**config.mk**
```make
export PLATFORM = sky130hd
export DESIGN_NAME = matrix_message_source_flat
export DESIGN_NICKNAME = d
export VERILOG_FILES = /design/src/rtl/matrix_message_source_pkg.sv /design/src/rtl/matrix_message_source_if.sv /design/src/rtl/matrix_message_fifo_ram.sv /design/src/rtl/matrix_message_source.sv /design/src/flat_wrapper.sv
export SDC_FILE = /design/constraint.sdc
export NUM_CORES = 1
export LEC_CHECK = 0
export BUFFER_PORTS_ARGS = -buffer_cell sky130_fd_sc_hd__buf_2
export CORE_MARGIN = 2
export CORE_UTILIZATION = 66
export CTS_BUF_LIST = sky130_fd_sc_hd__clkbuf_8 sky130_fd_sc_hd__clkbuf_16
export CTS_CLUSTER_DIAMETER = 120
export DETAILED_ROUTE_END_ITERATION = 7
export GPL_TIMING_DRIVEN = 0
export PLACE_DENSITY = 0.8
export RECOVER_POWER = 50
export SLEW_MARGIN = 30
export SYNTH_ARGS = -nofsm -noshare
export SYNTH_HDL_FRONTEND = slang
export SYNTH_HIERARCHICAL = 1
export SYNTH_SLANG_ARGS = --single-unit
export TNS_END_PERCENT = 50
```
**constraint.sdc**
```tcl
create_clock -name clk -period 12.67 [get_ports clk]
set_input_delay 1.9005 -clock clk [delete_from_list [all_inputs] [get_ports clk]]
set_output_delay 1.9005 -clock clk [all_outputs]
set_load 0.01 [all_outputs]
```
**src/rtl/matrix_message_source_pkg.sv**
```systemverilog
// Shared widths, message layout and head-FSM encoding for the matrix-init message source.
package matrix_message_source_pkg;

    localparam int TYPE_BITS          = 1;
    localparam int COORD_BITS         = 8;
    localparam int ELEMENT_BITS       = 32;
    localparam int MSG_BITS           = TYPE_BITS + 2 * COORD_BITS + ELEMENT_BITS;
    localparam int DEFAULT_FIFO_DEPTH = 16;

    typedef enum logic [1:0] {
        ST_EMPTY = 2'd0,
        ST_FETCH = 2'd1,
        ST_VALID = 2'd2
    } head_state_t;

    // Packed MSB first: {type, x, y, element}
    typedef struct packed {
        logic [TYPE_BITS-1:0]    mtype;
        logic [COORD_BITS-1:0]   x;
        logic [COORD_BITS-1:0]   y;
        logic [ELEMENT_BITS-1:0] element;
    } msg_t;

    function automatic msg_t pack_msg(
        input logic [TYPE_BITS-1:0]    mtype,
        input logic [COORD_BITS-1:0]   x,
        input logic [COORD_BITS-1:0]   y,
        input logic [ELEMENT_BITS-1:0] element
    );
        msg_t m;
        m.mtype   = mtype;
        m.x       = x;
        m.y       = y;
        m.element = element;
        return m;
    endfunction

endpackage

```
**src/rtl/matrix_message_source_if.sv**
```systemverilog
// Loader-side and core-side signals of the matrix message source.
interface matrix_message_source_if
    import matrix_message_source_pkg::*;
#(
    parameter int FIFO_DEPTH = DEFAULT_FIFO_DEPTH
);
    localparam int COUNT_BITS = $clog2(FIFO_DEPTH + 1) + 1;

    logic [TYPE_BITS-1:0]    load_type;
    logic [COORD_BITS-1:0]   load_x_coord;
    logic [COORD_BITS-1:0]   load_y_coord;
    logic [ELEMENT_BITS-1:0] load_element;
    logic                    load_valid;
    logic                    load_ready;
    logic [TYPE_BITS-1:0]    matrix_type_out;
    logic [COORD_BITS-1:0]   matrix_x_coord_out;
    logic [COORD_BITS-1:0]   matrix_y_coord_out;
    logic [ELEMENT_BITS-1:0] matrix_element_out;
    logic                    message_out_valid;
    logic                    message_out_available;
    logic                    message_out_read;
    logic [COUNT_BITS-1:0]   fifo_count;
    logic                    overflow;
    logic                    underflow;

    modport master (
        input  load_type, load_x_coord, load_y_coord, load_element, load_valid, message_out_read,
        output load_ready, matrix_type_out, matrix_x_coord_out, matrix_y_coord_out,
               matrix_element_out, message_out_valid, message_out_available,
               fifo_count, overflow, underflow
    );

    modport slave (
        output load_type, load_x_coord, load_y_coord, load_element, load_valid, message_out_read,
        input  load_ready, matrix_type_out, matrix_x_coord_out, matrix_y_coord_out,
               matrix_element_out, message_out_valid, message_out_available,
               fifo_count, overflow, underflow
    );

endinterface

```
**src/rtl/matrix_message_fifo_ram.sv**
```systemverilog
// Simple dual-port message RAM with a registered read port; the array is not reset.
module matrix_message_fifo_ram
    import matrix_message_source_pkg::*;
#(
    parameter int DEPTH     = DEFAULT_FIFO_DEPTH,
    parameter int ADDR_BITS = $clog2(DEPTH)
) (
    input  logic                 clk,
    input  logic                 wr_en,
    input  logic [ADDR_BITS-1:0] wr_addr,
    input  msg_t                 wr_data,
    input  logic                 rd_en,
    input  logic [ADDR_BITS-1:0] rd_addr,
    output msg_t                 rd_data
);

    msg_t mem_r [DEPTH];

    // Write port and one-cycle registered read port
    always_ff @(posedge clk) begin
        if (wr_en) begin
            mem_r[wr_addr] <= wr_data;
        end
        if (rd_en) begin
            rd_data <= mem_r[rd_addr];
        end
    end

endmodule

```
**src/rtl/matrix_message_source.sv**
```systemverilog
// Message FIFO feeding a polled head register; the core pops one message per read strobe.
module matrix_message_source
    import matrix_message_source_pkg::*;
#(
    parameter int FIFO_DEPTH = DEFAULT_FIFO_DEPTH
) (
    input  logic                     clk,
    input  logic                     reset_n,
    matrix_message_source_if.master  bus
);

    localparam int ADDR_BITS  = $clog2(FIFO_DEPTH);
    localparam int COUNT_BITS = $clog2(FIFO_DEPTH + 1) + 1;
    localparam logic [ADDR_BITS:0] RAM_FULL = (ADDR_BITS + 1)'(FIFO_DEPTH);

    head_state_t             state_r;
    logic [ADDR_BITS-1:0]    wr_ptr_r;
    logic [ADDR_BITS-1:0]    rd_ptr_r;
    logic [ADDR_BITS:0]      ram_count_r;
    logic [COUNT_BITS-1:0]   fifo_count_r;
    msg_t                    head_r;
    logic                    valid_r;
    logic                    available_r;
    logic                    load_ready_r;
    logic                    overflow_r;
    logic                    underflow_r;

    logic                    push_s;
    logic                    pop_s;
    logic                    rd_issue_s;
    logic [ADDR_BITS:0]      ram_count_next_s;
    logic [COUNT_BITS-1:0]   fifo_count_next_s;
    msg_t                    wr_data_s;
    msg_t                    rd_data_s;

    assign wr_data_s = pack_msg(bus.load_type, bus.load_x_coord, bus.load_y_coord, bus.load_element);

    // Transfer decode and next counts; a refill read is issued from EMPTY or on a pop in VALID
    always_comb begin
        push_s     = bus.load_valid && load_ready_r;
        pop_s      = 1'b0;
        rd_issue_s = 1'b0;
        case (state_r)
            ST_EMPTY: rd_issue_s = (ram_count_r != {(ADDR_BITS + 1){1'b0}});
            ST_FETCH: rd_issue_s = 1'b0;
            ST_VALID: begin
                pop_s      = bus.message_out_read;
                rd_issue_s = bus.message_out_read && (ram_count_r != {(ADDR_BITS + 1){1'b0}});
            end
            default:  rd_issue_s = 1'b0;
        endcase
        ram_count_next_s  = ram_count_r + (ADDR_BITS + 1)'(push_s) - (ADDR_BITS + 1)'(rd_issue_s);
        fifo_count_next_s = fifo_count_r + COUNT_BITS'(push_s) - COUNT_BITS'(pop_s);
    end

    matrix_message_fifo_ram #(
        .DEPTH     (FIFO_DEPTH),
        .ADDR_BITS (ADDR_BITS)
    ) u_ram (
        .clk     (clk),
        .wr_en   (push_s),
        .wr_addr (wr_ptr_r),
        .wr_data (wr_data_s),
        .rd_en   (rd_issue_s),
        .rd_addr (rd_ptr_r),
        .rd_data (rd_data_s)
    );

    // Head FSM, pointers, counts and sticky error flags
    always_ff @(posedge clk) begin
        if (!reset_n) begin
            state_r      <= ST_EMPTY;
            wr_ptr_r     <= {ADDR_BITS{1'b0}};
            rd_ptr_r     <= {ADDR_BITS{1'b0}};
            ram_count_r  <= {(ADDR_BITS + 1){1'b0}};
            fifo_count_r <= {COUNT_BITS{1'b0}};
            head_r       <= '0;
            valid_r      <= 1'b0;
            available_r  <= 1'b0;
            load_ready_r <= 1'b1;
            overflow_r   <= 1'b0;
            underflow_r  <= 1'b0;
        end else begin
            if (push_s) begin
                wr_ptr_r <= wr_ptr_r + ADDR_BITS'(1);
            end
            if (rd_issue_s) begin
                rd_ptr_r <= rd_ptr_r + ADDR_BITS'(1);
            end
            ram_count_r  <= ram_count_next_s;
            fifo_count_r <= fifo_count_next_s;
            available_r  <= (fifo_count_next_s != {COUNT_BITS{1'b0}});
            // Ready uses the post-edge count so a full RAM refuses writes for the whole next cycle
            load_ready_r <= (ram_count_next_s != RAM_FULL);
            overflow_r   <= overflow_r | (bus.load_valid & ~load_ready_r);
            underflow_r  <= underflow_r | (bus.message_out_read & (state_r != ST_VALID));
            case (state_r)
                ST_EMPTY: begin
                    valid_r <= 1'b0;
                    state_r <= rd_issue_s ? ST_FETCH : ST_EMPTY;
                end
                ST_FETCH: begin
                    head_r  <= rd_data_s;
                    valid_r <= 1'b1;
                    state_r <= ST_VALID;
                end
                ST_VALID: begin
                    if (pop_s) begin
                        valid_r <= 1'b0;
                        state_r <= rd_issue_s ? ST_FETCH : ST_EMPTY;
                    end else begin
                        valid_r <= 1'b1;
                        state_r <= ST_VALID;
                    end
                end
                default: begin
                    valid_r <= 1'b0;
                    state_r <= ST_EMPTY;
                end
            endcase
        end
    end

    assign bus.load_ready            = load_ready_r;
    assign bus.matrix_type_out       = head_r.mtype;
    assign bus.matrix_x_coord_out    = head_r.x;
    assign bus.matrix_y_coord_out    = head_r.y;
    assign bus.matrix_element_out    = head_r.element;
    assign bus.message_out_valid     = valid_r;
    assign bus.message_out_available = available_r;
    assign bus.fifo_count            = fifo_count_r;
    assign bus.overflow              = overflow_r;
    assign bus.underflow             = underflow_r;

endmodule

```
**src/flat_wrapper.sv**
```systemverilog
// flat-port wrapper written by rule: the top's interface ports become plain ports
module matrix_message_source_flat import matrix_message_source_pkg::*;
#(
    parameter int FIFO_DEPTH = DEFAULT_FIFO_DEPTH
)
  (clk, reset_n, bus_load_type, bus_load_x_coord, bus_load_y_coord, bus_load_element, bus_load_valid, bus_message_out_read, bus_load_ready, bus_matrix_type_out, bus_matrix_x_coord_out, bus_matrix_y_coord_out, bus_matrix_element_out, bus_message_out_valid, bus_message_out_available, bus_fifo_count, bus_overflow, bus_underflow);
  matrix_message_source_if #(.FIFO_DEPTH(FIFO_DEPTH)) bus_i ();
  input  logic clk;
  input  logic reset_n;
  input wire logic [$bits(bus_i.load_type)-1:0] bus_load_type;
  input wire logic [$bits(bus_i.load_x_coord)-1:0] bus_load_x_coord;
  input wire logic [$bits(bus_i.load_y_coord)-1:0] bus_load_y_coord;
  input wire logic [$bits(bus_i.load_element)-1:0] bus_load_element;
  input wire logic [$bits(bus_i.load_valid)-1:0] bus_load_valid;
  input wire logic [$bits(bus_i.message_out_read)-1:0] bus_message_out_read;
  output wire logic [$bits(bus_i.load_ready)-1:0] bus_load_ready;
  output wire logic [$bits(bus_i.matrix_type_out)-1:0] bus_matrix_type_out;
  output wire logic [$bits(bus_i.matrix_x_coord_out)-1:0] bus_matrix_x_coord_out;
  output wire logic [$bits(bus_i.matrix_y_coord_out)-1:0] bus_matrix_y_coord_out;
  output wire logic [$bits(bus_i.matrix_element_out)-1:0] bus_matrix_element_out;
  output wire logic [$bits(bus_i.message_out_valid)-1:0] bus_message_out_valid;
  output wire logic [$bits(bus_i.message_out_available)-1:0] bus_message_out_available;
  output wire logic [$bits(bus_i.fifo_count)-1:0] bus_fifo_count;
  output wire logic [$bits(bus_i.overflow)-1:0] bus_overflow;
  output wire logic [$bits(bus_i.underflow)-1:0] bus_underflow;
  assign bus_i.load_type = bus_load_type;
  assign bus_i.load_x_coord = bus_load_x_coord;
  assign bus_i.load_y_coord = bus_load_y_coord;
  assign bus_i.load_element = bus_load_element;
  assign bus_i.load_valid = bus_load_valid;
  assign bus_i.message_out_read = bus_message_out_read;
  assign bus_load_ready = bus_i.load_ready;
  assign bus_matrix_type_out = bus_i.matrix_type_out;
  assign bus_matrix_x_coord_out = bus_i.matrix_x_coord_out;
  assign bus_matrix_y_coord_out = bus_i.matrix_y_coord_out;
  assign bus_matrix_element_out = bus_i.matrix_element_out;
  assign bus_message_out_valid = bus_i.message_out_valid;
  assign bus_message_out_available = bus_i.message_out_available;
  assign bus_fifo_count = bus_i.fifo_count;
  assign bus_overflow = bus_i.overflow;
  assign bus_underflow = bus_i.underflow;
  matrix_message_source #(.FIFO_DEPTH(FIFO_DEPTH)) u_core (.clk(clk), .reset_n(reset_n), .bus(bus_i));
endmodule
```
==> results of run 1 <==
-- critical path, stage by stage --
cell	delay, ns
clkbuf_1	0.11
a21oi_1	0.13
nor2_1	0.22
clkbuf_1	0.97
nand2_1	0.29
fa_1	0.52
a21oi_1	0.19
nor2_1	0.08
or3_1	0.34
and3_1	0.21
nand3_1	0.10
-- cell families (layout without fill, tap and decap cells) --
| logic type | count (synthesis) | after routing | share of synthesized area [%] |
|---|---|---|---|
| other cells | 0 | 4 | 0 |
| xor+xnor | 14 | 14 | 0.361 |
| simple gates | 172 | 172 | 2.63 |
| mux | 246 | 246 | 14.5 |
| compound gates | 113 | 113 | 2.43 |
| flops | 908 | 908 | 78.0 |
| fa+ha+maj | 19 | 19 | 0.744 |
| buf+inv | 93 | 434 | 1.35 |
-- synthesized netlist by cell type, types with 3 or more instances --
master and instances:
mux2i_1 50, xor2_1 4, nand4_1 3, mux4_2 196
nand2_1 58, edfxtp_1 833, nand3_1 4, buf_2 18
buf_6 7, and2_1 15, inv_1 14, clkbuf_1 44
a22oi_1 98, nor3_1 5, xnor2_1 10, dfxtp_1 75
a21oi_1 7, nor2_1 19, buf_4 9, nand2b_1 3
ha_1 17, nor2b_1 55
-- cells in the final DEF (no fill, tap or decap), types with 34 or more instances in the layout --
cell,synthesis,layout
edfxtp_1,833,833
mux4_2,196,196
clkbuf_1,44,100
a22oi_1,98,98
clkbuf_16,0,89
buf_2,18,76
dfxtp_1,75,75
nand2_1,58,58
nor2b_1,55,55
mux2i_1,50,50
inv_1,14,44
buf_4,9,34
-- power breakdown --
group | total (mW) | leakage [nW] | switching [mW] | internal, mW
Combinational | 1.81 | 3.25 | 1.02 | 0.783
Sequential | 3.70 | 8.18 | 0.119 | 3.58
Clock | 2.50 | 1.44 | 1.08 | 1.41
Total | 8.00 | 12.9 | 2.23 | 5.78
-- layer usage --
| layer | share of wire, % | vias up | routed length, microns | track usage [%] |
|---|---|---|---|---|
| met5 | 0.024 | - | 21 | 0 |
| met4 | 4.2 | 4 | 3590 | 15.1 |
| met3 | 12 | 241 | 10100 | 8.23 |
| met2 | 50 | 1372 | 42900 | 54.1 |
| met1 | 34 | 9263 | 29300 | 43.5 |
| li1 | - | 6997 | - | - |
-- per-stage QoR --
step | utilization, % | total power, mW | setup WS (ns)
3_3_place_gp | 69.3 | 5.37 | 2.08
5_1_grt | 77.1 | 8.24 | 8.00
4_1_cts | 77.4 | 8.06 | 8.59
2_1_floorplan | - | 4.89 | 6.13
3_5_place_dp | 72.1 | 5.52 | 8.13
6_report | 77.1 | 8.00 | 8.19
-- final timing paths --
kind,from,end,slack (ns),cells after the start
max,bus_message_out_read,u_core/bus.load_ready,8.19,11
min reg2reg,u_core/bus.underflow,u_core/bus.underflow,0.47,1
max reg2reg,u_core/state_r[0],u_core/bus.load_ready,8.88,14
min,u_core/bus.underflow,u_core/bus.underflow,0.47,1
-- state kept, by name, summed over array words and instances, names as in the netlist --
name / cells
u_core/wr_ptr_r: 4
u_core/bus.message_out_available: 1
u_core/rd_ptr_r: 4
u_core/bus.matrix_type_out: 1
u_core/u_ram/mem_r: 784
u_core/bus.underflow: 1
u_core/ram_count_r: 5
u_core/bus.matrix_x_coord_out: 8
u_core/bus.message_out_valid: 1
u_core/bus.overflow: 1
u_core/bus.matrix_y_coord_out: 8
u_core/bus.load_ready: 1
u_core/bus.fifo_count: 6
u_core/u_ram/rd_data: 49
u_core/state_r: 2
u_core/bus.matrix_element_out: 32
-- area by class of cell --
class | count | area share [%]
Sequential cell | 908 | 67.3
Multi-Input combinational cell | 564 | 18.1
Clock buffer | 93 | 5.79
Timing Repair Buffer | 185 | 4.46
Tap cell | 680 | 2.16
Clock inverter | 63 | 1.06
Buffer | 79 | 1.02
Inverter | 14 | 0.133
Antenna cell | 4 | 0.0254
==> results_dict.tcl, run 1 <==
set metrics [dict create \
    finalWirelength_microns 85800 \
    synth.area.top_cells "edfxtp_1 74%, mux4_2 13%, dfxtp_1 4.4%, a22oi_1 2.2%, mux2i_1 1.5%" \
    hold_viol 0 \
    grt_max_degree 21 \
    gr-usage-all-layers_pct 33.3 \
    yosysUniqueCellTypes 38 \
    place.port_buffers 111 \
    setup_violations 0 \
    worst_hold_slack_ns 0.470 \
    path_class "input pin to register" \
    fillCellCount 2481 \
    slew_violations 0 \
    status "finished, final reports clean" \
    ys_warn_count 6 \
    dr_total_vias 17900 \
    clk_pin_slew_ns 0.06 \
    min-delay-path-class "register to register" \
    grt_pass1_vias 18700 \
    wl_per_cell_microns 33.1 \
    ir_worst_vdd_v 0.000144 \
    die_x_microns 231 \
    grt_pass1_wl_microns 125000 \
    place.gp.congestion 0.782 \
    cts_setup_buffers 0 \
    root_buffer "clkbuf_16" \
    syn_avg_cell_area_sq_um 21.7 \
    die_h_microns 231 \
    clkSinkCount 908 \
    rsz0062_at_grt "false" \
    cts_tree "built" \
    place_area_sq_um 36800 \
    final_area_sq_um 39400 \
    cts_resized 0 \
    setup_tns_ns 0 \
    synth_nets 1637 \
    p_leak_nw 12.9 \
    clock_latency_ns 0.64 \
    die-area_sq_um 53300 \
    dp.cells 2430 \
    rows 83 \
    seq_area_sq_um 26500 \
    powerDensity_nw_per_um2 203 \
    syn_inst 1565 \
    end_kind "register" \
    cp.required_ns 13.25 \
    startpoint_type "input pin" \
    multi_input_area_sq_um 7120 \
    netlist.area_leader.share_pct 73.6 \
    cts.path.max_buffers 3 \
    finalNetCount 1911 \
    synth_seq_cells 908 \
    drive_above_1_share_pct 25.7 \
    ios 113 \
    synth_top_cell_by_area "edfxtp_1" \
    first_pass_iters 6 \
    start_util_pct 66.5 \
    synth-edff-count 833 \
    crit_arrival_ns 5.06 \
    grt_overflow_total 0 \
    finalClockSkew_ns 0.0311 \
    dpl.hpwl_microns 49000 \
    min_period_ns 4.48 \
    ys.flop_type "edfxtp_1" \
    via_per_inst 6.90 \
    cts_hold_buf 0 \
    tightest_slew_ns 1.48 \
    path_max_fanout 16 \
    fin_crit_sh_pct 35.4 \
    ys_seq_area_share_pct 78.0 \
    syn-cell-area_sq_um 34000 \
    drc 0 \
    cts_max_level 3 \
    fmaxAchievable_ghz 0.223 \
    async_reset_ff_share_pct 0 \
    stdcell_count 2590 \
    max_cap_viol_count 0 \
    area_growth_pct 16.0 \
    drt-initial-drc-count 2615 \
    numCtsBuffers 87 \
    placeableCoreArea_sq_um 51100 \
    relSlewSlack_pct 1.41 \
    antenna_found_initial 5 \
    ant_nets 0 \
]
Note: power is estimated with default switching activity, not from simulation.
==> run 2, diff against run 1 <==
--- a/config.mk
+++ b/config.mk
@@ -5,14 +5,15 @@
 export SDC_FILE = /design/constraint.sdc
 export NUM_CORES = 1
 export LEC_CHECK = 0
+export ABC_AREA = 1
 export BUFFER_PORTS_ARGS = -buffer_cell sky130_fd_sc_hd__buf_2
 export CORE_MARGIN = 2
-export CORE_UTILIZATION = 66
+export CORE_UTILIZATION = 56
 export CTS_BUF_LIST = sky130_fd_sc_hd__clkbuf_8 sky130_fd_sc_hd__clkbuf_16
 export CTS_CLUSTER_DIAMETER = 120
 export DETAILED_ROUTE_END_ITERATION = 7
 export GPL_TIMING_DRIVEN = 0
-export PLACE_DENSITY = 0.8
+export PLACE_DENSITY = 0.72
 export RECOVER_POWER = 50
 export SLEW_MARGIN = 30
 export SYNTH_ARGS = -nofsm -noshare
==> constraint.sdc (replaced) <==
create_clock -name clk -period 3.93 [get_ports clk]
set_input_delay 0.5895 -clock clk [delete_from_list [all_inputs] [get_ports clk]]
set_output_delay 0.5895 -clock clk [all_outputs]
set_load 0.01 [all_outputs]
==> run 2 against run 1 <==
Effect of this change:
- clock skew shrank 0.0024 ns
- register-to-register slack lost 7.7 ns
- critical endpoint unchanged
- highest routed layer unchanged
- critical path type is now register to register
- clock-buffer cell count grew 5
- via count grew 52%
- setup slack lost 7.0 ns
==> results_dict.tcl, run 2 <==
set metrics [dict create \
    end_kind "register" \
    clkSinkCount 908 \
    antenna_found_initial 4 \
    multi_input_area_sq_um 8330 \
    grt_max_degree 40 \
    p_leak_nw 18.8 \
    grt_pass1_vias 25400 \
    drive_above_1_share_pct 9.10 \
    dpl.hpwl_microns 71100 \
    switching_share_pct 34.4 \
    max_flop_register "u_core/u_ram/mem_r" \
    die-area_sq_um 70500 \
    ios 113 \
    synth_top_cell_by_area "edfxtp_1" \
    rr_startpoint "u_core/state_r[0]" \
    grt_overflow_total 0 \
    switchingPower_mw 10.0 \
    die_h_microns 265 \
    hold_viol 0 \
    synth-edff-count 833 \
    gr-usage-all-layers_pct 30.8 \
    min-delay-path-class "input pin to register" \
    ys_seq_area_share_pct 69.3 \
    clock_latency_ns 0.66 \
    first_pass_iters 5 \
    synthTopCellsByCount "1070 x nand2_1, 833 x edfxtp_1, 622 x inv_1" \
    powerDensity_nw_per_um2 657 \
    wl_per_cell_microns 22.4 \
    finalWirelength_microns 108000 \
    crit_slowest_cell "fa_1" \
    path_common_cell "nand2_1" \
    grt_pass1_wl_microns 158000 \
    crit_arrival_ns 3.25 \
    cp.required_ns 4.47 \
    setup_violations 0 \
    most-common-layout-cells "1072 x nand2_1, 833 x edfxtp_1, 641 x inv_1" \
    cts_hold_buf 0 \
    cp_cell_sequence "inv_1, ha_1, nand2_1, nand2_1, nand2_1, inv_4, nand2_1, nand2_1, ha_1, fa_1, nand2_1, a21oi_1, nor2_1, nor2_1, nor2_2, nand2_1" \
    synth.area.top_cells "edfxtp_1 65%, nand2_1 10%, nand3_1 7.9%, inv_1 6.1%, dfxtp_1 3.9%" \
    synth_seq_cells 908 \
    setup_slack_ns 1.22 \
    status "finished, final reports clean" \
    p_comb_share_pct 29.0 \
    pre_cts_slack_ns 1.15 \
    crit_path_max_incr_delay_ns 0.44 \
    ys.flop_type "edfxtp_1" \
    fillCellCount 4828 \
    numCtsBuffers 91 \
    drc 0 \
    cts.path.max_buffers 3 \
    fin_crit_sh_pct 68.9 \
    syn-cell-area_sq_um 38300 \
    pwr-share-clk_pct 30.0 \
    ir_worst_vdd_v 0.000426 \
    netlist.area_leader.share_pct 65.4 \
    placeableCoreArea_sq_um 67400 \
    clk_pin_slew_ns 0.06 \
    cts_resized 0 \
    seq_area_sq_um 26500 \
    p_seq_share_pct 41.0 \
    tightest_slew_ns 1.26 \
    drt-initial-drc-count 3393 \
    startpoint_type "register" \
    dr_total_vias 27200 \
    syn_inst 3626 \
    cts_setup_buffers 0 \
    ant_nets 0 \
    rows 95 \
    ys_warn_count 6 \
    path_max_fanout 17 \
    async_reset_ff_share_pct 0 \
    start_util_pct 56.8 \
    syn_avg_cell_area_sq_um 10.6 \
    relSlewSlack_pct 16.0 \
    max_cap_viol_count 0 \
    rsz0062_at_grt "false" \
    mostFrequentLayoutCell "nand2_1" \
    cts_max_level 3 \
    place.port_buffers 111 \
    yosysUniqueCellTypes 27 \
    r2r_setup_slack_ns 1.22 \
    worstHoldPathCells 3 \
    r2r_end "u_core/bus.load_ready" \
    min_period_ns 2.71 \
    p_int_mw 19.1 \
    cp-startpoint "u_core/state_r[0]" \
    cts_tree "built" \
    worst_hold_slack_ns 0.182 \
    place.gp.congestion 0.816 \
    path_class "register to register" \
    root_buffer "clkbuf_16" \
    largest_register_ffs 784 \
    reg2regPathDepth 16 \
    fmaxAchievable_ghz 0.369 \
    area_growth_pct 15.5 \
    yosysMostFrequentCell "nand2_1" \
    finalNetCount 3951 \
    via_per_inst 5.63 \
    endpoint "u_core/bus.load_ready" \
    slew_violations 0 \
    synth_nets 3698 \
    finalClockSkew_ns 0.0287 \
    die_x_microns 265 \
]
run 2: power groups by stage:
stage	Clock, mW	Sequential (mW)	Combinational, mW
final	8.72	11.9	8.44
after global routing	9.17	12.0	9.08
after CTS	8.78	11.9	8.43
after detailed placement	0	12.1	8.36
after global placement	0	12.1	7.95
after floorplan	0	12.2	4.89
run 2: cells by family after synthesis:
| logic type | after synthesis | share of synthesized area, % |
|---|---|---|
| AND/OR/NAND/NOR | 1820 | 19.9 |
| flip-flops | 908 | 69.3 |
| adder cells (fa/ha/maj) | 19 | 0.660 |
| buffers and inverters | 808 | 9.16 |
| XOR/XNOR | 7 | 0.160 |
| AO/OA/AOI/OAI | 64 | 0.837 |
run 2: worst min path at each step:
stage                              from                                 to  slack [ns]
3_5_place_dp        u_core/bus.overflow                u_core/bus.overflow        0.45
5_1_grt                  bus_load_valid                u_core/bus.overflow        0.21
2_1_floorplan  u_core/u_ram/rd_data[11]  u_core/bus.matrix_element_out[11]        0.45
4_1_cts                  bus_load_valid                u_core/bus.overflow        0.17
3_3_place_gp        u_core/bus.overflow                u_core/bus.overflow        0.44
6_report                 bus_load_valid                u_core/bus.overflow        0.18
run 2: stage by stage:
step	instance area [sq um]	instances	setup TNS (ns)	power [mW]	utilization (%)
finish	44200	4831	0	29.1	65.6
detailed placement	41400	4659	0	20.4	61.4
CTS	44400	4830	0	29.1	65.9
global placement	39900	4610	-1618.80	20.1	59.2
floorplan	38300	3626	0	17.1	-
global route	44200	4831	0	30.2	65.6
run 2: worst max-delay path: cells and delay by family (launching register included):
kind | cells | cell delay [ns]
fa+ha+maj | 3 | 0.87
compound gates | 1 | 0.06
flops | 1 | 0.36
simple gates | 10 | 1.05
buf+inv | 2 | 0.25
run 2: layer usage:
metal | share of wire, % | GRT usage [%]
met3 | 12 | 5.68
met2 | 46 | 48.3
met1 | 37 | 42.2
met5 | 0.033 | 0
met4 | 4.7 | 14.1
run 2: area by class of cell:
type | instances | area share [%]
Antenna cell | 1 | 0.00566
Buffer | 179 | 2.57
Tap cell | 873 | 2.47
Inverter | 629 | 5.36
Multi-Input combinational cell | 1910 | 18.8
Sequential cell | 908 | 60.0
Timing Repair Buffer | 160 | 3.91
Clock buffer | 98 | 5.47
Clock inverter | 73 | 1.40
